File: config.mk
export PLATFORM = sky130hd
export DESIGN_NAME = ac_cmd_sequencer
export DESIGN_NICKNAME = d
export VERILOG_FILES = /design/src/rtl/ac_cmd_sequencer.sv
export SDC_FILE = /design/constraint.sdc
export NUM_CORES = 1
export LEC_CHECK = 0
export BUFFER_PORTS_ARGS = -buffer_cell sky130_fd_sc_hd__buf_2
export CAP_MARGIN = 10
export CORE_MARGIN = 8
export CORE_UTILIZATION = 30
export DETAILED_ROUTE_END_ITERATION = 6
export GPL_TIMING_DRIVEN = 0
export PLACE_DENSITY = 0.52
export REMOVE_ABC_BUFFERS = 1
export SETUP_SLACK_MARGIN = 0.15
export SYNTH_ARGS = -nofsm -noshare
export SYNTH_HDL_FRONTEND = slang
export SYNTH_SLANG_ARGS = --single-unit
export TNS_END_PERCENT = 5
File: constraint.sdc
create_clock -name clk -period 3.3 [get_ports clk]
set_input_delay 0.33 -clock clk [delete_from_list [all_inputs] [get_ports clk]]
set_output_delay 0.33 -clock clk [all_outputs]
set_load 0.005 [all_outputs]
File: src/rtl/ac_cmd_sequencer.sv
// Command sequencer for the 16-bit accumulator: expands commands into one-hot strobe trains
// and tracks a shadow copy of the accumulator so the controller can branch on zero locally.
module ac_cmd_sequencer #(
  parameter int WIDTH = 16,
  parameter int CNT_W = 8
) (
  input  logic             clk,
  input  logic             rst,
  input  logic             cmd_valid,
  output logic             cmd_ready,
  input  logic [2:0]       cmd_op,
  input  logic [WIDTH-1:0] cmd_data,
  input  logic [CNT_W-1:0] cmd_count,
  input  logic [WIDTH-1:0] alu_in,
  output logic             mux_load,
  output logic             alu_load,
  output logic             inc,
  output logic             clear,
  output logic             dec,
  output logic [WIDTH-1:0] mux_out,
  output logic [WIDTH-1:0] ac_shadow,
  output logic             zero,
  output logic             busy,
  output logic             done,
  output logic             err
);

  typedef enum logic {S_IDLE, S_RUN} state_t;

  localparam int B_MUX = 4;
  localparam int B_ALU = 3;
  localparam int B_INC = 2;
  localparam int B_CLR = 1;
  localparam int B_DEC = 0;

  state_t           r_state, w_nxt_state;
  logic [4:0]       r_sel, w_nxt_sel;
  logic [4:0]       r_strb, w_nxt_strb;
  logic [CNT_W-1:0] r_cnt, w_nxt_cnt;
  logic             r_done, w_nxt_done;
  logic             r_err, w_nxt_err;
  logic [WIDTH-1:0] r_mux, w_nxt_mux;
  logic [WIDTH-1:0] r_shadow, w_nxt_shadow;

  logic [4:0]       w_op_sel;
  logic [CNT_W-1:0] w_op_n;
  logic             w_illegal;

  // Opcode decode: selected strobe and total strobe count N.
  always_comb begin
    w_op_sel  = '0;
    w_op_n    = '0;
    w_illegal = 1'b0;
    case (cmd_op)
      3'b001: begin w_op_sel[B_CLR] = 1'b1; w_op_n = CNT_W'(1); end
      3'b010: begin w_op_sel[B_MUX] = 1'b1; w_op_n = CNT_W'(1); end
      3'b011: begin w_op_sel[B_ALU] = 1'b1; w_op_n = CNT_W'(1); end
      3'b100: begin w_op_sel[B_INC] = 1'b1; w_op_n = cmd_count; end
      3'b101: begin w_op_sel[B_DEC] = 1'b1; w_op_n = cmd_count; end
      3'b110, 3'b111: w_illegal = 1'b1;
      default: ;
    endcase
  end

  // r_cnt holds the strobes still to issue after the current cycle.
  always_comb begin
    w_nxt_state = r_state;
    w_nxt_sel   = r_sel;
    w_nxt_strb  = '0;
    w_nxt_cnt   = r_cnt;
    w_nxt_done  = 1'b0;
    w_nxt_err   = 1'b0;
    w_nxt_mux   = r_mux;
    case (r_state)
      S_IDLE: begin
        if (cmd_valid) begin
          w_nxt_state = S_RUN;
          w_nxt_sel   = w_op_sel;
          w_nxt_mux   = cmd_data;
          w_nxt_err   = w_illegal;
          if (w_op_n != '0) begin
            w_nxt_strb = w_op_sel;
            w_nxt_cnt  = w_op_n - CNT_W'(1);
            w_nxt_done = (w_op_n == CNT_W'(1));
          end else begin
            w_nxt_cnt  = '0;
            w_nxt_done = 1'b1;
          end
        end
      end
      S_RUN: begin
        if (r_cnt != '0) begin
          w_nxt_strb = r_sel;
          w_nxt_cnt  = r_cnt - CNT_W'(1);
          w_nxt_done = (r_cnt == CNT_W'(1));
        end else begin
          w_nxt_state = S_IDLE;
        end
      end
      default: w_nxt_state = S_IDLE;
    endcase
  end

  // Shadow follows the accumulator using the strobes live in this cycle.
  always_comb begin
    w_nxt_shadow = r_shadow;
    if (r_strb[B_CLR])      w_nxt_shadow = '0;
    else if (r_strb[B_MUX]) w_nxt_shadow = r_mux;
    else if (r_strb[B_ALU]) w_nxt_shadow = alu_in;
    else if (r_strb[B_INC]) w_nxt_shadow = r_shadow + WIDTH'(1);
    else if (r_strb[B_DEC]) w_nxt_shadow = r_shadow - WIDTH'(1);
  end

  always_ff @(posedge clk) begin
    if (rst) begin
      r_state  <= S_IDLE;
      r_sel    <= '0;
      r_strb   <= '0;
      r_cnt    <= '0;
      r_done   <= 1'b0;
      r_err    <= 1'b0;
      r_mux    <= '0;
      r_shadow <= '0;
    end else begin
      r_state  <= w_nxt_state;
      r_sel    <= w_nxt_sel;
      r_strb   <= w_nxt_strb;
      r_cnt    <= w_nxt_cnt;
      r_done   <= w_nxt_done;
      r_err    <= w_nxt_err;
      r_mux    <= w_nxt_mux;
      r_shadow <= w_nxt_shadow;
    end
  end

  assign cmd_ready = (r_state == S_IDLE);
  assign busy      = (r_state == S_RUN);
  assign mux_load  = r_strb[B_MUX];
  assign alu_load  = r_strb[B_ALU];
  assign inc       = r_strb[B_INC];
  assign clear     = r_strb[B_CLR];
  assign dec       = r_strb[B_DEC];
  assign mux_out   = r_mux;
  assign ac_shadow = r_shadow;
  assign zero      = (r_shadow == '0);
  assign done      = r_done;
  assign err       = r_err;

endmodule

## Word level (Yosys, flattened, before mapping)

Cells that the tools add are included.
W data, S select, Z words.

| cells by class | value |
|---|---|
| shift-type cells | 0 |
| reduce and logical (&&, ||, !) cells | 11 |
| bitwise gates (word level) | 2 |
| $add $sub $neg | 4 |
| divide/modulo/power cells | 0 |
| equality and inequality tests | 11 |
| $lt $le $gt $ge | 0 |
| multiply operators | 0 |
| muxes and demuxes | 26 |

Operator list:

| operator | count |
|---|---|
| $mux W16 | 4 |
| $pmux W8 S2 | 2 |
| $mux W8 | 3 |
| $add A16 B1 Y16 const B | 1 |
| $eq A8 B1 Y1 const B | 2 |
| $logic_not A16 Y1 | 1 |
| $reduce_bool A8 Y1 | 2 |
| $sub A16 B1 Y16 const B | 1 |
| $sub A8 B1 Y8 const B | 2 |
| $mux W5 | 3 |
| $eq A3 B3 Y1 const B | 4 |
| $mux W1 | 11 |
| $pmux W5 S2 | 1 |
| $eq A3 B2 Y1 const B | 2 |
| $reduce_or A2 Y1 | 3 |
| $reduce_or A3 Y1 | 2 |
| $pmux W1 S2 | 2 |
| $reduce_and A2 Y1 | 2 |
| $reduce_bool A4 Y1 | 1 |
| $eq A3 B1 Y1 const B | 1 |
| $ne A2 B1 Y1 const B | 1 |
| $ne A2 B2 Y1 const B | 1 |
| $not A1 Y1 | 2 |

| storage, ports and cells | value |
|---|---|
| RAM bits | 0 |
| bits in latches | 0 |
| memories | 0 |
| bits in read-only memories | 0 |
| input port bits | 46 |
| register bits | 53 |

## Longest topological paths before layout

Gate-level depths: netlist of run 1.

| logic depth | value |
|---|---|
| depth in word-level cells | 7 |
| depth in mapped cells | 9 |
| mapped depth without buffers | 8 |

## Worst setup path after synthesis of run 1

Ideal clock, no wire load.

| timing path | value |
|---|---|
| path kind | flip-flop to flip-flop |
| from | register r_strb[2] |
| to | register r_shadow[12] (netlist: ac_shadow[12]) |
| buffers on the path | 0 |
| clock period less this slack | 2.286 ns |
| setup time | 0.086 ns |
| required time | 3.214 ns |
| cell stages (with the launch flop) | 9 |
| arrival | 2.201 ns |
| slack | 1.014 ns |
| cell sequence | dfxtp_1 > inv_1 > ha_1 > a21o_1 > a221o_1 > a21oi_1 > o21bai_1 > xnor2_1 > a211oi_1 |

| on the way | value |
|---|---|
| word-level cells in the longest chain between the ends | 3 |

Ends and longest elaborated chain:

| what | RTL line | source |
|---|---|---|
| start, declared | 38 | `logic [4:0] r_strb, w_nxt_strb;` |
| start signal, assigned | 127 | `r_strb <= w_nxt_strb;` |
| $mux W16 | 110 | `else if (r_strb[B_INC]) w_nxt_shadow = r_shadow + WIDTH'(1);` |
| $mux W16 | 109 | `else if (r_strb[B_ALU]) w_nxt_shadow = alu_in;` |
| $mux W16 | 108 | `else if (r_strb[B_MUX]) w_nxt_shadow = r_mux;` |
| end signal, assigned | 132 | `r_shadow <= w_nxt_shadow;` |
| end, declared | 43 | `logic [WIDTH-1:0] r_shadow, w_nxt_shadow;` |

Several ways; a longest one is shown, not always the timed one.
A chain may end at the register's enable or synchronous reset.

## Worst setup path in the final report of run 1

Same ends and word-level chain as after synthesis.

==> impl_metrics.tcl, run 1 <==
set metrics [dict create \
    ctsResizeCount 0 \
    worst_slew_pin_slew_ns 0.9452 \
    period_minus_slack_ns 2.735 \
    synth_top_family_by_area "compound AO/OA/AOI/OAI gates" \
    arrival_ns 2.97 \
    power_switching_share 0.3683 \
    grt_use_met1 0.1896 \
    start_util 0.3081 \
    grt.met2_usage 0.2381 \
    worstPathRequired_ns 3.53 \
    synthXorXnorAreaFrac 0.02350 \
    globalRoute.busiestLayer "met2" \
    rsz0062_at_grt "false" \
    yosys.area_share.adder 0.06565 \
    place_area_um2 3881 \
    setup_viol 0 \
    crit_chain "inv_1 > ha_1 > a21o_1 > a221o_1 > a21oi_1 > o21bai_1 > xnor2_1 > a211oi_1" \
    end_kind "flop" \
    core_um2 10890 \
    design_area_um2 3968 \
    first_global_vias 3435 \
    min_path_type "input pin to flop" \
    die_area_um2 14820 \
    fmax_mhz 365.7 \
    die_w_um 121.7 \
    wl_per_cell_um 16.87 \
    status "finished, final reports clean" \
    drcViolationCount 0 \
    fin_worst_skew_ns 0.004012 \
    grt_max_degree 40 \
    drt_wl_total_um 11010 \
    ys_warn_count 0 \
    final_util 0.3644 \
    synth.area.top_cells "dfxtp_1 (32%), a21oi_1 (9.0%), nand2_1 (8.1%), ha_1 (6.0%), nor2_1 (4.1%)" \
    cts_tree "done" \
    hold_viol 0 \
    rows 38 \
    grt_pass1_wl_um 17540 \
    ys_seq_area_frac 0.3163 \
    grt_use_total 0.1448 \
    relSlewSlack 0.3684 \
    drive_above_1_share 0.2183 \
    clkLatencyLatePin_ns 0.31 \
    port_buffers 87 \
    dr.pass1.iters 6 \
    period_share 0.8287 \
    yosysTopAreaCell "dfxtp_1" \
    synthMuxAreaShare 0.02126 \
    cts_buffers 5 \
    finalSetupTns_ns 0 \
    dp_slack_ns 0.6033 \
    post-place-cells 645 \
    vdd_drop_max_uv 210.0 \
    htree_levels 2 \
    intPower_mw 1.123 \
    antenna_left 0 \
    slowest_stage "dfxtp_1" \
    syn-instance-count 439 \
    clock-sinks 53 \
    cp-start-kind "flop" \
    p_seq_frac 0.431 \
    synth_top_cell_area_share 0.3163 \
    clockBufferDepth 2 \
    synth_cell_types 64 \
    synth_edf_count 0 \
    cts_setup_buffers 0 \
    cap_violations 0 \
    cts-root-buf "clkbuf_8" \
    synth-seq-cells 53 \
    hold_slack_ns 0.2479 \
    p_per_area_nw_per_um2 448.2 \
    grt_overflow_total 0 \
    diodes 0 \
    post-route-worst-setup-slack_ns 0.5654 \
    die_h_um 121.7 \
    io_pins 88 \
    postCtsHoldBufs 0 \
    synthArstFlopShare 0 \
    synthesis.area_um2 3354 \
    clkPwrFrac 0.215 \
    dp_hpwl_um 8382 \
    fill_cells 1176 \
    combPwrFrac 0.355 \
    via_per_inst 5.302 \
    area_delta_synth_final_pct 18.28 \
    path_clk_slew_ns 0.10 \
    power.leakage_nw 1.720 \
    gp_congestion 0.8606 \
    vias 3462 \
    p_sw_mw 0.6549 \
    synth_compound_area_frac 0.2704 \
    synth_area_per_cell_um2 7.641 \
    cp_max_fo 15 \
    final_cells 653 \
    drtIter0Drc 232 \
    critPathKind "flop to flop" \
    synth_ff_type "dfxtp_1" \
    slew_violations 0 \
    cp_slowest_stage_delay_ns 0.49 \
    met3_usage 0.03100 \
    antenna_found_initial 0 \
    r2r_slack_ns 0.57 \
    total_power_mw 1.778 \
    yosys.area_share.simple 0.2589 \
    final_nets 575 \
]
flip-flops by register name (all words and copies together), names as in the netlist:
name,flops
ac_shadow,16
mux_out,16
r_cnt,8
r_sel,5
r_strb,5
busy,1
done,1
err,1
power by group through the flow:
stage / clock network, mW / registers, mW / logic, mW
detailed placement: 0 / 0.779 / 0.631
global route: 0.424 / 0.773 / 0.702
floorplan: 0 / 0.761 / 0.428
finish: 0.382 / 0.766 / 0.630
global placement: 0 / 0.778 / 0.618
CTS: 0.398 / 0.764 / 0.634
cell usage in the layout (no fill, tap or decap), types with 7 or more instances in the layout:
cell	instances
buf_2	88
nand2_1	72
a21oi_1	60
dfxtp_1	53
nor2_1	37
o21ai_0	19
ha_1	16
o211ai_1	11
nor3_1	11
inv_1	10
nand3_1	9
a21o_1	8
nor4_1	7
synthesized netlist by cell type, types with 6 or more instances:
master,instances
nand3_1,9
a31oi_1,6
inv_1,10
a21oi_1,60
mux2i_1,6
nor2_1,37
nor4_1,7
dfxtp_1,53
clkbuf_1,16
ha_1,16
xnor2_1,6
o21ai_0,19
nand2_1,72
o211ai_1,11
o22ai_1,6
nor3_1,11
a21o_1,8
final cells by class:
type | count | area [um^2] | area share
Inverter | 11 | 41.29 | 0.01041
Tap cell | 140 | 175.2 | 0.04415
Multi-Input combinational cell | 352 | 2148 | 0.5415
Sequential cell | 53 | 1061 | 0.2674
Timing Repair Buffer | 89 | 455.4 | 0.1148
Clock inverter | 2 | 13.76 | 0.003469
Clock buffer | 6 | 72.57 | 0.01829
routing by layer:
layer  vias to the layer above  part of all wire
li1                       1739                 -
met1                      1618              0.46
met2                        96              0.47
met3                         9             0.062
met4                         0             0.011
met5                         -                 0
worst paths after layout:
kind / startpoint / endpoint / cells after the start
max reg2reg: r_strb[2]$_SDFF_PP0_ / ac_shadow[12]$_SDFFE_PP0P_ / 8
min: cmd_data[2] / mux_out[2]$_SDFFE_PP0P_ / 3
min reg2reg: r_sel[3]$_SDFFE_PP0P_ / r_sel[3]$_SDFFE_PP0P_ / 2
max: r_strb[2]$_SDFF_PP0_ / ac_shadow[12]$_SDFFE_PP0P_ / 8
logic make-up after synthesis:
group	Yosys count
AO/OA/AOI/OAI	144
XOR/XNOR	9
adder cells (fa/ha/maj)	17
buffers and inverters	34
flip-flops	53
multiplexers	7
AND/OR/NAND/NOR	175
worst max-delay path: cells and delay by family, from the launching register on:
| kind | cells | cell delay (ns) |
|---|---|---|
| buf+inv | 1 | 0.35 |
| flops | 1 | 0.49 |
| fa+ha+maj | 1 | 0.47 |
| xor+xnor | 1 | 0.15 |
| compound gates | 5 | 1.21 |
No activity file was read; power rests on OpenSTA's default activity.
==> inputs of run 2 (changes only) <==
--- a/config.mk
+++ b/config.mk
@@ -5,13 +5,14 @@
 export SDC_FILE = /design/constraint.sdc
 export NUM_CORES = 1
 export LEC_CHECK = 0
+export ABC_AREA = 1
 export BUFFER_PORTS_ARGS = -buffer_cell sky130_fd_sc_hd__buf_2
 export CAP_MARGIN = 10
 export CORE_MARGIN = 8
 export CORE_UTILIZATION = 30
 export DETAILED_ROUTE_END_ITERATION = 6
 export GPL_TIMING_DRIVEN = 0
-export PLACE_DENSITY = 0.52
+export PLACE_DENSITY = 0.54
 export REMOVE_ABC_BUFFERS = 1
 export SETUP_SLACK_MARGIN = 0.15
 export SYNTH_ARGS = -nofsm -noshare
==> constraint.sdc (replaced) <==
create_clock -name clk -period 2.4 [get_ports clk]
set_input_delay 0.24 -clock clk [delete_from_list [all_inputs] [get_ports clk]]
set_output_delay 0.24 -clock clk [all_outputs]
set_load 0.005 [all_outputs]
==> impl_metrics.tcl, run 2 <==
set metrics [dict create \
    status "finished, final reports clean" \
    htree_levels 2 \
    port_buffers 87 \
    cp_common_cell "nand2_1" \
    synth_ff_type "dfxtp_1" \
    met3WireLength_um 608 \
    clockBufferDepth 2 \
    gp_congestion 0.8797 \
    p_per_area_nw_per_um2 671.3 \
    grt_max_degree 33 \
    critPathKind "flop to flop" \
    synth-seq-cells 53 \
    cts_buffers 5 \
    period_share 0.8946 \
    design_area_um2 4299 \
    reg2regPathDepth 14 \
    synthArstFlopShare 0 \
    power.leakage_nw 2.171 \
    grt_pass1_wl_um 17370 \
    cp-start-kind "flop" \
    final_util 0.3798 \
    clock-sinks 53 \
    fin_worst_skew_ns 0.009017 \
    period_minus_slack_ns 2.147 \
    synth_top_cell_area_share 0.3080 \
    antenna_left 0 \
    diodes 0 \
    cp_max_fo 12 \
    ys_warn_count 0 \
    dr.pass1.iters 6 \
    yosysMostFrequentCell "nand2_1" \
    topRoutingLayerUsed "met4" \
    drive_above_1_share 0.2083 \
    final_common_cell "nand2_1" \
    wl_met1_um 4850 \
    relSlewSlack 0.2310 \
    io_pins 88 \
    via_per_inst 4.864 \
    postCtsHoldBufs 0 \
    place_area_um2 4016 \
    grt_use_total 0.1419 \
    r2r_slack_ns 0.25 \
    fmax_mhz 465.7 \
    cts-root-buf "clkbuf_16" \
    synth_cell_types 33 \
    dp_hpwl_um 8466 \
    syn-instance-count 547 \
    yosysTopAreaCell "dfxtp_1" \
    antenna_found_initial 0 \
    core_um2 11320 \
    mostFrequentLayoutCells "nand2_1 (126), buf_2 (87), a21oi_1 (71)" \
    die_w_um 123.2 \
    hold_depth 3 \
    slew_violations 0 \
    cap_violations 0 \
    path_clk_slew_ns 0.08 \
    die_area_um2 15170 \
    start_util 0.3043 \
    finalSetupTns_ns 0 \
    cts_tree "done" \
    hold_viol 0 \
    worstPathRequired_ns 2.62 \
    grt_overflow_total 0 \
    vias 3755 \
    clkLatencyLatePin_ns 0.29 \
    drtIter0Drc 178 \
    ys_seq_area_frac 0.3080 \
    synth.top_cells.by_count "nand2_1 (128), a21oi_1 (74), nor2_1 (71)" \
    drt_wl_total_um 10750 \
    rsz0062_at_grt "true" \
    synth_area_per_cell_um2 6.297 \
    vdd_drop_max_uv 314.9 \
    end_kind "flop" \
    crit_chain "clkinvlp_4 > buf_12 > ha_1 > nand2_1 > inv_1 > nand2_1 > nand2_1 > nand2_1 > nand3_1 > nand2_1 > nand2_1 > o21ai_0 > nand2_1 > a21oi_1" \
    cp_slowest_stage_delay_ns 0.40 \
    setup_viol 0 \
    slowest_stage "dfxtp_4" \
    synthesis.area_um2 3445 \
    rows 39 \
    total_power_mw 2.886 \
    hold_slack_ns 0.1995 \
    synth_edf_count 0 \
    min_path_type "input pin to flop" \
    wl_per_cell_um 13.92 \
    first_global_vias 3545 \
    area_delta_synth_final_pct 24.81 \
    worst_slew_pin_slew_ns 1.152 \
    drcViolationCount 0 \
    synth.area.top_cells "dfxtp_1 (31%), nand2_1 (14%), a21oi_1 (11%), nor2_1 (7.7%), o21ai_0 (7.3%)" \
    arrival_ns 2.37 \
    final_nets 691 \
    dr_wl_met2_um 5172 \
    die_h_um 123.2 \
    fill_cells 1264 \
]
==> run 2: cell types whose count changed after synthesis, sizes merged, moves of 5 or more <==
cell,before,now
mux2i,6,0
o221ai,5,0
o211ai,11,2
a21oi,62,75
o22ai,6,0
a31oi,6,1
nand3,9,35
o21ai,21,55
inv,10,57
nand2b,8,0
nor3,13,2
nor2,37,73
nand2,72,132
a21o,8,0
==> run 2: cell families after synthesis <==
kind of cell | Yosys count | share of synthesized area
AOI/OAI and AO/OA | 135 | 0.2049
xor gates and xnor gates | 8 | 0.02034
adders and majority gates | 17 | 0.06393
buffers and inverters | 75 | 0.08245
DFF | 53 | 0.3080
and+or+nand+nor | 259 | 0.3204
==> run 2: critical path: cells and delay by family, from the launching register on <==
| kind | cells | cell delay, ns |
|---|---|---|
| compound gates | 2 | 0.28 |
| fa+ha+maj | 1 | 0.36 |
| buf+inv | 3 | 0.41 |
| flops | 1 | 0.40 |
| simple gates | 8 | 0.60 |
==> run 2: path summary, 6_finish.rpt <==
| check | start | end |
|---|---|---|
| setup / recovery | r_strb[2]$_SDFF_PP0_ | ac_shadow[10]$_SDFFE_PP0P_ |
| hold / removal | cmd_data[0] | mux_out[0]$_SDFFE_PP0P_ |
| setup reg to reg | r_strb[2]$_SDFF_PP0_ | ac_shadow[10]$_SDFFE_PP0P_ |
| hold reg to reg | r_sel[4]$_SDFFE_PP0P_ | r_strb[4]$_SDFF_PP0_ |
==> run 2: final cells by class <==
type,count,area (um^2),area share
timing repair buffer,91,485.5,0.1129
multi-input combinational,419,2192,0.5099
sequential,53,1065,0.2477
tap,143,178.9,0.04162
inverter,58,222.7,0.05180
clock inverter,2,16.27,0.003783
clock buffer,6,138.9,0.03230
==> run 2: what timing repair did <==
item / 4_1_cts / 5_1_grt
setup buffers: 0 / 3
setup endpoints to repair: 40 / 14
gates resized for setup: 2 / 18
pin swaps: 0 / 1
==> run 2: stage by stage <==
| stage | instances | worst slack (ns) |
|---|---|---|
| after floorplan | 530 | 0.05150 |
| after detailed placement | 761 | -0.4157 |
| after global placement | 760 | -0.9130 |
| final | 772 | 0.2529 |
| after CTS | 769 | -0.04785 |
| after global routing | 772 | 0.09835 |
==> run 2: where the power goes <==
part | internal, mW | switching [mW] | total [mW]
Sequential | 0.956 | 0.0872 | 1.04
Clock | 0.420 | 0.340 | 0.759
Combinational | 0.428 | 0.655 | 1.08
Total | 1.80 | 1.08 | 2.89
==> run 2: layer usage <==
metal  GRT usage  vias up
li1            -     1973
met1      0.1773     1674
met2      0.2491       97
met3     0.02420       11
met4     0.03160        0
met5           0        -
==> inputs of run 3 (changes only) <==
--- a/config.mk
+++ b/config.mk
@@ -13,6 +13,7 @@
 export DETAILED_ROUTE_END_ITERATION = 6
 export GPL_TIMING_DRIVEN = 0
 export PLACE_DENSITY = 0.54
+export RECOVER_POWER = 50
 export REMOVE_ABC_BUFFERS = 1
 export SETUP_SLACK_MARGIN = 0.15
 export SYNTH_ARGS = -nofsm -noshare
==> impl_metrics.tcl, run 3 (synthesized netlist as in run 2, its figures left out) <==
set metrics [dict create \
    status "finished, final reports clean" \
    min_path_type "input pin to flop" \
    core_um2 11320 \
    arrival_ns 2.38 \
    fill_cells 1268 \
    slowest_stage "dfxtp_4" \
    die_h_um 123.2 \
    post-route-worst-setup-slack_ns 0.2366 \
    clockBufferDepth 2 \
    end_kind "flop" \
    rows 39 \
    io_pins 88 \
    worst_slew_pin_slew_ns 1.148 \
    cp_max_fo 12 \
    dr.pass1.iters 4 \
    fin_worst_skew_ns 0.008652 \
    r2r-end "ac_shadow[10]$_SDFFE_PP0P_" \
    start_util 0.3043 \
    cts_buffers 5 \
    hold_path_end "mux_out[0]$_SDFFE_PP0P_" \
    path_clk_slew_ns 0.08 \
    drt_wl_total_um 10780 \
    seqCellArea_um2 1065 \
    critPathKind "flop to flop" \
    mostFrequentLayoutCells "nand2_1 (126), a21oi_1 (71), nor2_1 (69)" \
    cp_common_cell "nand2_1" \
    setup_viol 0 \
    grt_use_total 0.1419 \
    worstPathRequired_ns 2.62 \
    gp_congestion 0.8797 \
    drcViolationCount 0 \
    relSlewSlack 0.2337 \
    cts-root-buf "clkbuf_16" \
    rsz0062_at_grt "true" \
    cp_slowest_stage_delay_ns 0.40 \
    final_util 0.3768 \
    reg2regPathDepth 14 \
    cts_tree "done" \
    wl_per_cell_um 13.97 \
    slew_violations 0 \
    antenna_left 0 \
    vdd_drop_max_uv 315.0 \
    die_w_um 123.2 \
    hp-start "cmd_data[0]" \
    grt_overflow_total 0 \
    clock-sinks 53 \
    htree_levels 2 \
    r2r_slack_ns 0.24 \
    final_common_cell "nand2_1" \
    die_area_um2 15170 \
    cap_violations 0 \
    cp-start-kind "flop" \
    via_per_inst 4.848 \
    period_share 0.9014 \
    hold_viol 0 \
    r2r-start "r_strb[2]$_SDFF_PP0_" \
    vias 3743 \
    crit_chain "clkinvlp_4 > buf_12 > ha_1 > nand2_1 > inv_1 > nand2_1 > nand2_1 > nand2_1 > nand3_1 > nand2_1 > nand2_1 > o21ai_0 > nand2_1 > a21oi_1" \
    hold_depth 3 \
    period_minus_slack_ns 2.163 \
    diodes 0 \
    final_nets 691 \
    area_delta_synth_final_pct 23.83 \
    port_buffers 87 \
    first_global_vias 3545 \
    final_cells 772 \
    grt_max_degree 33 \
    post-place-cells 761 \
    dp_slack_ns -0.4157 \
    fmax_mhz 462.2 \
    clkLatencyLatePin_ns 0.29 \
    p_per_area_nw_per_um2 674.8 \
    dp_hpwl_um 8466 \
    power.leakage_nw 2.064 \
    drtIter0Drc 176 \
    grt_pass1_wl_um 17370 \
    postCtsHoldBufs 0 \
    antenna_found_initial 0 \
    drive_above_1_share 0.1638 \
    multi_input_area_um2 2192 \
]
run 3: repair_timing:
item	in CTS	in global routing
setup buffers	0	3
pin swaps	0	1
resized for setup	2	18
setup endpoints to repair	40	14
run 3: critical path, delay by kind of cell, from the launching register on:
| family | cells | cell delay, ns |
|---|---|---|
| flops | 1 | 0.40 |
| buf+inv | 3 | 0.41 |
| fa+ha+maj | 1 | 0.36 |
| simple gates | 8 | 0.62 |
| compound gates | 2 | 0.28 |
run 3: worst max-delay path by stage:
stage	startpoint	endpoint	slack, ns	depth (start not counted)
final	r_strb[2]$_SDFF_PP0_	ac_shadow[10]$_SDFFE_PP0P_	0.24	14
after global routing	busy$_SDFF_PP0_	r_cnt[7]$_SDFFE_PP0P_	0.06	7
after CTS	r_strb[2]$_SDFF_PP0_	ac_shadow[13]$_SDFFE_PP0P_	-0.05	12
after detailed placement	busy$_SDFF_PP0_	r_sel[3]$_SDFFE_PP0P_	-0.42	5
after global placement	r_strb[4]$_SDFF_PP0_	ac_shadow[12]$_SDFFE_PP0P_	-0.91	4
after floorplan	r_strb[4]$_SDFF_PP0_	ac_shadow[1]$_SDFFE_PP0P_	0.05	4
run 3: final cells by class:
type / count / area share
Multi-Input combinational cell: 419 / 0.5139
Sequential cell: 53 / 0.2496
Timing Repair Buffer: 91 / 0.1059
Inverter: 58 / 0.05221
Tap cell: 143 / 0.04195
Clock buffer: 6 / 0.03256
Clock inverter: 2 / 0.003813
run 3: power by group:
part           leakage [nW]  total, mW  internal, mW  switching [mW]
Sequential            0.436       1.04         0.956          0.0879
Clock                0.0735      0.760         0.420           0.340
Combinational          1.56       1.07         0.419           0.656
run 3: through the flow:
| stage | hold WS (ns) | area (um^2) | power, mW | setup TNS [ns] |
|---|---|---|---|---|
| global placement | 0.4519 | 3993 | 2.087 | -16.86 |
| finish | 0.1998 | 4265 | 2.878 | 0 |
| global route | 0.2263 | 4265 | 3.124 | 0 |
| floorplan | 0.3024 | 3378 | 1.777 | 0 |
| CTS | 0.1986 | 4175 | 2.869 | -0.06342 |
| detailed placement | 0.4526 | 4016 | 2.102 | -6.884 |
run 3: layer usage:
layer | part of all wire | routed length (um) | global-route usage
met3 | 0.050 | 534 | 0.02420
met4 | 0.011 | 118 | 0.03160
met1 | 0.46 | 4922 | 0.1773
met5 | 0 | 0 | 0
met2 | 0.48 | 5206 | 0.2491
